## src/rtl/booth_seq_mul.sv

```systemverilog
// booth_seq_mul: radix-2 Booth sequential signed multiplier with start/done handshake
module booth_seq_mul #(
  parameter int N = 8
) (
  input  logic           clk,
  input  logic           rst,
  input  logic           start,
  input  logic [N-1:0]   A,
  input  logic [N-1:0]   B,
  output logic           busy,
  output logic           done,
  output logic [2*N-1:0] P
);
  localparam int CW = $clog2(N + 1);
  typedef enum logic [1:0] {IDLE, ITER, DONE} state_t;
  state_t state, next_state;
  logic [N:0]    m, acc, neg_m, addend, s;
  logic [N-1:0]  q;
  logic          q_1;
  logic [CW-1:0] cnt;
  logic          last;
  always_ff @(posedge clk)
    state <= rst ? IDLE : next_state;
  always_comb begin
    next_state = state;
    if (state == IDLE && start) next_state = ITER;
    else if (state == ITER && last) next_state = DONE;
    else if (state == DONE) next_state = IDLE;
  end
  always_comb begin
    busy = state != IDLE;
    done = state == DONE;
  end
  // Shared negation unit; N+1 bits so negating -2^(N-1) cannot overflow
  assign neg_m  = ~m + 1'b1;
  assign addend = ({q[0], q_1} == 2'b01) ? m : ({q[0], q_1} == 2'b10) ? neg_m : '0;
  assign s      = acc + addend;
  assign last   = cnt == CW'(1);
  always_ff @(posedge clk) begin
    if (rst) begin
      m   <= '0;
      acc <= '0;
      q   <= '0;
      q_1 <= 1'b0;
      cnt <= '0;
      P   <= '0;
    end else if (state == IDLE) begin
      if (start) begin
        m   <= {A[N-1], A};
        acc <= '0;
        q   <= B;
        q_1 <= 1'b0;
        cnt <= CW'(N);
      end
    end else if (state == ITER) begin
      acc <= {s[N], s[N:1]};
      q   <= {s[0], q[N-1:1]};
      q_1 <= q[0];
      cnt <= cnt - CW'(1);
      // Post-shift {acc[N-1:0], q}; the redundant sign bit acc[N] is dropped
      if (last) P <= {s[N:0], q[N-1:1]};
    end
  end
endmodule

```

## config.mk

```make
export PLATFORM = sky130hd
export DESIGN_NAME = booth_seq_mul
export DESIGN_NICKNAME = d
export VERILOG_FILES = /design/src/rtl/booth_seq_mul.sv
export SDC_FILE = /design/constraint.sdc
export NUM_CORES = 1
export LEC_CHECK = 0
export CELL_PAD_IN_SITES_DETAIL_PLACEMENT = 0
export CELL_PAD_IN_SITES_GLOBAL_PLACEMENT = 1
export CORE_ASPECT_RATIO = 1.25
export CORE_MARGIN = 2
export CORE_UTILIZATION = 39
export DETAILED_ROUTE_END_ITERATION = 10
export MAX_ROUTING_LAYER = met4
export PLACE_DENSITY = 0.88
export SLEW_MARGIN = 20
export SYNTH_ARGS = -nofsm -noshare
export SYNTH_HDL_FRONTEND = slang
export SYNTH_SLANG_ARGS = --single-unit
```

## constraint.sdc

```tcl
create_clock -name clk -period 2.8 [get_ports clk]
set_input_delay 0.42 -clock clk [delete_from_list [all_inputs] [get_ports clk]]
set_output_delay 0.42 -clock clk [all_outputs]
set_load 0.05 [all_outputs]
```

# Yosys cells after proc, flatten, opt, wreduce, memory -nomap -nowiden
# Cells that the tools add are included.
dict set report op_classes {
  n_addsub 3
  eq_ne 6
  n_mux 17
  bitwise_logic 2
  reduce_logical 11
}
# cell count
set op_table {}
lappend op_table {{$mux W9} 5}
lappend op_table {{$mux W8} 3}
lappend op_table {{$mux W4} 3}
lappend op_table {{$add A9 B1 Y9 const B} 1}
lappend op_table {{$add A9 B9 Y9} 1}
lappend op_table {{$not A9 Y9} 1}
lappend op_table {{$reduce_bool A2 Y1} 3}
lappend op_table {{$eq A2 B1 Y1 const B} 2}
lappend op_table {{$eq A2 B2 Y1 const B} 2}
lappend op_table {{$eq A4 B1 Y1 const B} 1}
lappend op_table {{$mux W1} 4}
lappend op_table {{$mux W2} 2}
lappend op_table {{$reduce_and A2 Y1} 2}
lappend op_table {{$sub A4 B1 Y4 const B} 1}
lappend op_table {{$reduce_and A3 Y1} 1}
lappend op_table {{$reduce_bool A3 Y1} 1}
lappend op_table {{$logic_and A1 B1 Y1} 2}
lappend op_table {{$logic_not A2 Y1} 1}
lappend op_table {{$ne A2 B2 Y1 const B} 1}
lappend op_table {{$reduce_or A2 Y1} 1}
lappend op_table {{$not A1 Y1} 1}
dict set report word_totals {
  reg_bits 48
  out_inout_bits 18
  elab_cells 47
}

# Depth between registers and ports, before layout
# Gate-level depths: netlist (run 1).
dict set report logic_depth {
  depth_word 7
  depth_mapped 12
  ltp_nobuf 12
}

# Least setup slack after synthesis (run 1)
# No wires, ideal clock.
dict set report synth_timing {
  path_kind {flip-flop to flip-flop}
  start {register m[0]}
  end {register P[15]}
  setup_time_ns 0.122
  arrival_ns 2.259
  t_required_ns 2.678
  setup_slack_ns 0.419
  path_stages_with_launch 11
  n_path_buf 0
  period_less_slack_ns 2.381
  path_cell_list {dfxtp_1 or3_2 nor3_1 a31oi_1 o21ai_0 ha_1 a21oi_1 nand2_1 o21ai_0 a211o_1 nand3_1}
}
dict set report synth_via {
  elab_chain_len 5
}
# element line
set synth_rtl {}
lappend synth_rtl {{start, declared} 17} ;# logic [N:0] m, acc, neg_m, addend, s;
lappend synth_rtl {{start signal, assigned} 49} ;# m <= {A[N-1], A};
lappend synth_rtl {{$not A9 Y9} 35} ;# assign neg_m = ~m + 1'b1;
lappend synth_rtl {{$add A9 B1 Y9} 35}
lappend synth_rtl {{$mux W9} 36} ;# assign addend = ({q[0], q_1} == 2'b01) ? m : ({q[0], q_1} == 2'b10) ? neg_m : '0;
lappend synth_rtl {{$mux W9 *} 36}
lappend synth_rtl {{$add A9 B9 Y9 *} 37} ;# assign s = acc + addend;
lappend synth_rtl {{end signal, assigned} 61} ;# if (last) P <= {s[N:0], q[N-1:1]};
lappend synth_rtl {{end, declared} 12} ;# output logic [2*N-1:0] P
# Every way passes the cells marked *; elsewhere a longest branch is shown, timed or not.
# A chain may end at the register's enable or synchronous reset.

# Worst setup path after layout (run 1)
dict set report layout_timing {
  start {register m[0]}
  end {register acc[7]}
}
dict set report layout_via {
  elab_chain_len 7
}
# element line
set layout_rtl {}
lappend layout_rtl {{$not A9 Y9} 35}
lappend layout_rtl {{$add A9 B1 Y9} 35}
lappend layout_rtl {{$mux W9} 36}
lappend layout_rtl {{$mux W9 *} 36}
lappend layout_rtl {{$add A9 B9 Y9 *} 37}
lappend layout_rtl {{$mux W9 *} 55} ;# end else if (state == ITER) begin
lappend layout_rtl {{$mux W9 *} 47} ;# end else if (state == IDLE) begin
lappend layout_rtl {{end signal, assigned} 56} ;# acc <= {s[N], s[N:1]};
lappend layout_rtl {{end, declared} 17}
# Every way passes the cells marked *; elsewhere a longest branch is shown, timed or not. The select of a mux whose other input is x is not followed.

==> summary by stage, run 1 <==
Run status
The flow ran to the end, and the final reports show no timing, DRC or antenna violations.

Synthesis
The largest total area in the synthesized netlist belongs to dfxtp_1. The mean post-synth cell area is 7.93 um2. Of the total synthesized cell area, the portion taken by XOR and XNOR cells is 0.0332.

Synthesis produced a netlist with a net count of 331. The share of synthesized area in the top cell type comes to 0.397. The sequential-to-total area share from yosys stat is 0.397.

The number of warnings issued by yosys is 0. The multiplexer share of the synthesized area is 0. Of the total synthesized cell area, the portion taken by full adders, half adders and majority gates is 0.0717. The most used flip-flop cell after synthesis is dfxtp_1. The combinational family with the most area after synthesis is simple AND/OR/NAND/NOR gates. Of the total synthesized cell area, the portion taken by AND, OR, NAND and NOR gates is 0.257.

The number of instances in the synthesized netlist is 299. The async set-reset flop share out of synthesis is 0. The share of the synthesized area in compound gates (AO/OA/AOI/OAI) is 0.198. The number of register bits inferred by synthesis is 47. In this run the cell area of the synthesized design comes to 2370 um2. Ranked by instance count, the synthesized netlist is headed by nand2_1 (68), dfxtp_1 (47), a21oi_1 (30), nor2_1 (27), o21ai_0 (16). The count of flip-flops with a built-in enable after synthesis is 0. The most common cell in the netlist is nand2_1. After synthesis, the cell types taking the most area are dfxtp_1 (40%), nand2_1 (11%), a21oi_1 (6.3%), ha_1 (6.3%), nor2_1 (4.3%). The count of unique library cells instantiated by Yosys is 41.

Final layout
The number of fill cells in the layout is 582. After routing the design area is 2950 um2. The total inserted antenna cells is 0. The final standard cell count with taps included and fillers excluded is 416. Of the cells placed in the final design, the portion with a size suffix greater than 1 is 0.0719. Relative to the synthesized area, the layout overhead comes to 24.2%. The final net count is 365.

Placement
Including well taps, the total number of placed cells is 408. The half-perimeter wire length of the detailed placement result is 3870 um. The quantity of I/O buffers inserted on ports is 36. The pre-CTS worst setup slack is 0.147 ns. The post-detailed-placement cell area is 2820 um2. Routability-driven placement finished with a final weighted congestion of 0.814.

STA
The final worst-path cycle share is 0.919. In this run the tightest slew margin relative to its limit is 0.641. Setup violations remaining at the end of the flow were counted as 0. The count of final max-slew check failures was 0. For the final routed database, the setup TNS stands at 0 ns.

Timing would allow up to 389 MHz. Setup repair after global routing left no endpoint under its margin. The slew at the pin closest to its max-slew limit is 0.537 ns. On the final layout, the worst clock skew is 0.00374 ns. The number of hold violations in the final report is 0. The worst-case setup margin in the final layout is 0.228 ns.

The clock period could shrink to 2.57 ns.

Worst hold path
The class of the worst hold path is flop to flop. The start point of the worst min-delay path is P[11].

Flow run
Across the run, the number of max-cap violations was 0.

CTS
CTS built an H-tree with a depth of 2. The clock tree from TritonCTS is built. The clock-pin transition on the worst setup and hold timing paths is 0.09 ns.

The buffer levels on the longest clock path is 2. The number of post-CTS setup repair buffers is 0. For the worst-skew pair, the clock arrives at the later sink with an insertion delay of 0.30 ns.

The tree is rooted in a clkbuf_8. The number of buffers added by the clock tree synthesis step is 5. The total number of clock tree sinks is 47.

Floorplanning
In this run the count of I/O pins placed on the die edge is 37. The core region is 5860 um2. The initialized floorplan defines 31 standard-cell rows. Measured along the y axis, the die boundary spans 91.2 um.

The die covers 6730 um2. The initial cell density of the core is 0.405. The horizontal extent of the die is 73.8 um.

Power and ir drop
The design draws 1520 uW. In this run the power density over the cells is 516 nW/um2. For this design the static power due to leakage is 0.00113 uW. The highest ir drop seen on vdd is 0.332 mV.

Worst setup path
The slowest cell on the critical path is or3_2. Data on the critical path arrives at its endpoint at 2.82 ns. The startpoint type of the worst setup path is a flop.

The worst setup path is of the flop to flop kind. The most numerous cell on the critical path is o31ai_1. The maximum fanout encountered on the critical timing path is 4. STA classifies the critical path endpoint as a flop. For the worst setup path, the data required time is 3.05 ns. The signal on the critical path passes through or3_2, nor3_1, o31ai_1, ha_1, o21ai_0, o31ai_1, o21ai_2, a211o_1, nand3_1. On the worst path, the slowest cell contributes a delay of 0.52 ns. In this run the worst setup path begins at m[0]. The startpoint identified for the worst register-to-register timing path is m[0].

Global route
The sum of overflow across all layers after global routing is 0. The maximum number of pins on one net before global-route repair is 30. The first-pass GRT wire length is 8970 um. The number of global-route vias before repair is 1,941.

For this run, the total global-route usage over all layers was measured as 0.172. The number of antenna violations at the first check in global routing is 0.

Route
The number of vias per cell after detailed routing is 5.16. After detailed routing, the number of remaining DRC violations is 0. The total iterations of the first detailed-routing run is 4. The count of nets left with antenna violations once routing finished came out at 0. The wire length reported by the detailed router is 5370 um. The detailed router finished its first iteration with 148 violations. The average wire length per cell after detail routing is 12.9 um. The detailed router placed 2,148 vias in this run.
## per-stage QoR
stage	hold WS, ns	util
5_1_grt	0.482	0.503
4_1_cts	0.459	0.501
3_3_place_gp	0.443	0.481
2_1_floorplan	0.445	-
3_5_place_dp	0.446	0.481
6_report	0.455	0.503
## cell type report
class | instances | area [um2] | area share
clock inverter | 2 | 35.0 | 0.0119
timing repair buffer | 44 | 420 | 0.143
inverter | 7 | 26.3 | 0.00892
tap | 82 | 103 | 0.0348
multi-input combinational | 228 | 1340 | 0.454
clock buffer | 6 | 82.6 | 0.0280
sequential | 47 | 941 | 0.319
## placed cells by master, fill, tap and decap left out, types with 2 or more instances in the layout
cell type	n
nor2_1	27
nand2_1	68
nor3_1	2
a211o_1	2
clkdlybuf4s50_1	36
buf_4	8
a311oi_1	8
a211oi_1	3
nand3b_1	2
nand3_1	4
o31ai_1	3
o21ai_0	14
nor3b_1	2
inv_1	6
a31oi_1	2
nand4b_1	5
nor4_1	3
a21oi_1	30
nand2b_1	5
clkbuf_8	6
a21o_1	2
xor2_1	5
xnor2_1	4
dfxtp_1	47
a22oi_1	5
and2_1	2
ha_1	12
nor2b_1	4
## kinds of logic after synthesis
logic type	after synthesis
buffers and inverters	24
adder cells (fa/ha/maj)	13
AND/OR/NAND/NOR	130
AO/OA/AOI/OAI	76
XOR/XNOR	9
flip-flops	47
## sequential cells by signal, summed over array words and instances (netlist names)
register  cells
P            16
acc           8
m             8
q             8
cnt           4
state         2
q_1           1
## report_power, final
part | switching, uW | total, uW | leakage [uW] | internal [uW]
Clock | 239 | 528 | 0.0000612 | 289
Combinational | 145 | 257 | 0.000688 | 112
Sequential | 33.5 | 734 | 0.000383 | 701
Total | 417 | 1520 | 0.00113 | 1100
## path summary, 6_finish.rpt
| path | to | cells after the start | slack [ns] |
|---|---|---|---|
| worst max register to register | acc[7] | 9 | 0.23 |
| worst min-delay path | P[11] | 2 | 0.45 |
| worst max-delay path | acc[7] | 9 | 0.23 |
| worst min register to register | P[11] | 2 | 0.45 |
## worst max-delay path: cells and delay by family, from the launching register on
kind / cells / cell delay, ns
AOI/OAI and AO/OA: 5 / 0.96
and+or+nand+nor: 3 / 0.86
DFF: 1 / 0.34
adders and majority gates: 1 / 0.36
## routing by layer
metal	track usage	vias to the layer above	wire, um
li1	-	1104	-
met1	0.218	1013	2420
met4	0.0591	0	84
met5	-	-	0
met3	0.0266	5	141
met2	0.275	26	2730
## what timing repair did
item | CTS | global route
endpoints found under the setup margin | 0 | 2
hold endpoints to repair | 0 | 0
resized for setup | 0 | 4
hold buffers | 0 | 0
Power figures use the tool's default switching activity.
==> run 2, diff against run 1 <==
Settings changed: HOLD_SLACK_MARGIN set to 0.02.
==> results of run 2 <==
The final DEF is identical to that of run 1; final timing and power are the same.
==> run 3, diff against run 2 <==
Settings changed: REMOVE_ABC_BUFFERS set to 1, SKIP_LAST_GASP set to 1.
==> summary by stage, run 3 (synthesis results as in run 1) <==
Final layout
The flip-flop count of the largest register, all copies and words added is 16. The net count of the finished layout is 365. Counting flops per register, the top entry is P.

In the final layout, the multi-input gates occupy 1340 um2. The area growth from synthesis to layout is 24.8%. Across the whole layout, storage elements account for 942 um2. The number of fill cells in the layout is 584. The repair_antennas step left the layout with diodes totalling 0. The library cell used most frequently in the layout, excluding fill and tap cells, is nand2_1. The top cell types in the final layout, fill and taps aside, are nand2_1 (68), dfxtp_1 (46), clkdlybuf4s50_1 (36).

The share of final-layout standard cells stronger than drive strength 1 is 0.0719.

Placement
OpenSTA, run right after detailed placement, puts the worst setup slack at 0.133 ns. The quantity of I/O buffers inserted on ports is 36. The congestion estimate from routability-driven global placement came to 0.904.

The half-perimeter wire length of the detailed placement result is 3990 um.

Worst setup path
Together, buffers and inverters on the worst path number 1. The endpoint kind of the worst setup timing path is a flop. The critical path class is flop to flop. For this design, the slowest cell found on the critical path is or3_2. The maximum cell stage delay along the critical path is 0.52 ns. The setup check on the worst reg-to-reg path leaves a slack of 0.21 ns. The most numerous cell on the critical path is nand2_1.

The family of cells with the greatest summed delay on the critical path is simple AND/OR/NAND/NOR gates. The startpoint type of the worst setup path is a flop. The arrival time of the worst setup path is 2.84 ns. For the worst setup path, the data required time is 3.04 ns. The maximum fanout encountered on the critical timing path is 4. The critical path goes through or3_2, nor3_1, nand2_1, nand2_1, o21ai_0, ha_1, inv_1, o31ai_1, o21ai_2, a211o_1, nand3_1.

Floorplanning
During I/O placement, the number of pins put on the boundary was 37. The horizontal extent of the die is 73.8 um. The overall die area is 6730 um2. The initial utilization of the core area, before any placement, comes to 0.405. The floorplan step set the die height to 91.2 um. The site row count is 31. The core region area is 5860 um2.

CTS
The clock-pin transition on the worst setup and hold timing paths is 0.09 ns. The buffer levels on the longest clock path is 2. CTS placed an instance of clkbuf_8 at the clock tree root.

TritonCTS built the clock tree. The hold buffer count at CTS is 0. The total number of H-tree levels is 2. At the later pin of the worst-skew pair, clock insertion delay measures 0.30 ns.

The total number of clock tree sinks is 47. The number of buffers added by the clock tree synthesis step is 5.

Global route
For this run, the total global-route usage over all layers was measured as 0.180. The first global-routing pass estimated 9420 um of wire. The number of antenna violations at the first check in global routing is 0. After global routing the overflow that remains totals 0. The number of global-route vias before repair is 2,015. Entering global routing, the biggest net connects 31 pins.

Route
For this run, design rule violations remaining after detail routing come to 0. The count of vias placed by the detailed router is 2,123. In the final routed layout, each cell accounts on average for 13.1 um. The final layout contains routed wiring with a total length of 5470 um. Once detail routing completed, the nets flagged for antenna violations numbered 0.

The first-iteration detailed-routing DRC count is 104. The total iterations of the first detailed-routing run is 4. After detailed routing, the number of vias per cell comes to 5.10.

STA
Final hold analysis gives a worst-case slack of 0.459 ns. The slew at the pin closest to its max-slew limit is 0.506 ns. The fmax is 386 MHz.

The worst-case setup margin in the final layout is 0.208 ns. The clock period could shrink to 2.59 ns. Measured against its own limit, the worst slew margin works out to 0.661. On the final layout, the worst clock skew is 0.00796 ns.

The number of hold violations in the final report is 0. Setup violations remaining at the end of the flow were counted as 0. The count of final max-slew check failures came to 0. Dividing the final minimum period by the clock period gives 0.926.

Worst hold path
The class of the worst hold path is flop to flop.

Power and ir drop
The highest ir drop seen on vdd is 0.375 mV. The leakage dissipation is 0.00113 uW. The total power divided by cell area is 534 nW/um2.

Run status
The run finished with clean final reports.

Flow run
Across the run, the number of max-cap violations was 0.
-- run 3: cell types whose count changed in the layout (fill, tap and decap cells not counted), sizes merged --
cell and delta:
clkinv -1, bufinv +1
-- run 3: worst paths after layout --
| check | start | to | depth (start not counted) |
|---|---|---|---|
| worst max register to register | m[0] | acc[7] | 11 |
| worst min register to register | P[7] | P[7] | 2 |
| worst max-delay path | m[0] | acc[7] | 11 |
| worst min-delay path | P[7] | P[7] | 2 |
-- run 3: cell type report --
class,instances,area share
clock buffers,6,0.0245
well taps,82,0.0346
clock inverters,2,0.0203
multi-input cells,228,0.452
inverters,7,0.00887
flip-flops and latches,47,0.318
repair buffers,44,0.142
-- run 3: timing repair --
| item | 4_1_cts | 5_1_grt |
|---|---|---|
| resized for setup | 0 | 8 |
| setup buffers | 0 | 1 |
| setup endpoints to repair | 0 | 6 |
-- run 3: per-layer routing --
metal,part of all wire,GRT usage,vias up
li1,-,-,1101
met4,0.012,0.0470,0
met2,0.50,0.298,41
met5,0,-,-
met3,0.037,0.0322,8
met1,0.45,0.224,973
-- run 3: per-stage QoR --
step | setup TNS (ns) | total power [uW] | cell area, um2 | instances | util
after global routing | -0.00517 | 1660 | 2960 | 416 | 0.506
final | 0 | 1580 | 2960 | 416 | 0.506
after CTS | 0 | 1590 | 2940 | 415 | 0.503
after detailed placement | 0 | 1010 | 2810 | 407 | 0.480
after floorplan | 0 | 906 | 2300 | 282 | -
after global placement | 0 | 1000 | 2810 | 407 | 0.480
-- run 3: worst register-to-register path, cell delays in order, from the launching register on --
cell     delay, ns
dfxtp_2       0.35
or3_2         0.52
nor3_1        0.30
nand2_1       0.09
nand2_1       0.06
o21ai_0       0.07
ha_1          0.29
inv_1         0.07
o31ai_1       0.30
o21ai_2       0.13
a211o_1       0.28
nand3_1       0.07
-- run 3: where the power goes --
group	switching, uW	internal [uW]	total (uW)	leakage, uW
Sequential	32.4	701	733	0.000384
Combinational	148	113	261	0.000684
Clock	232	357	589	0.0000654
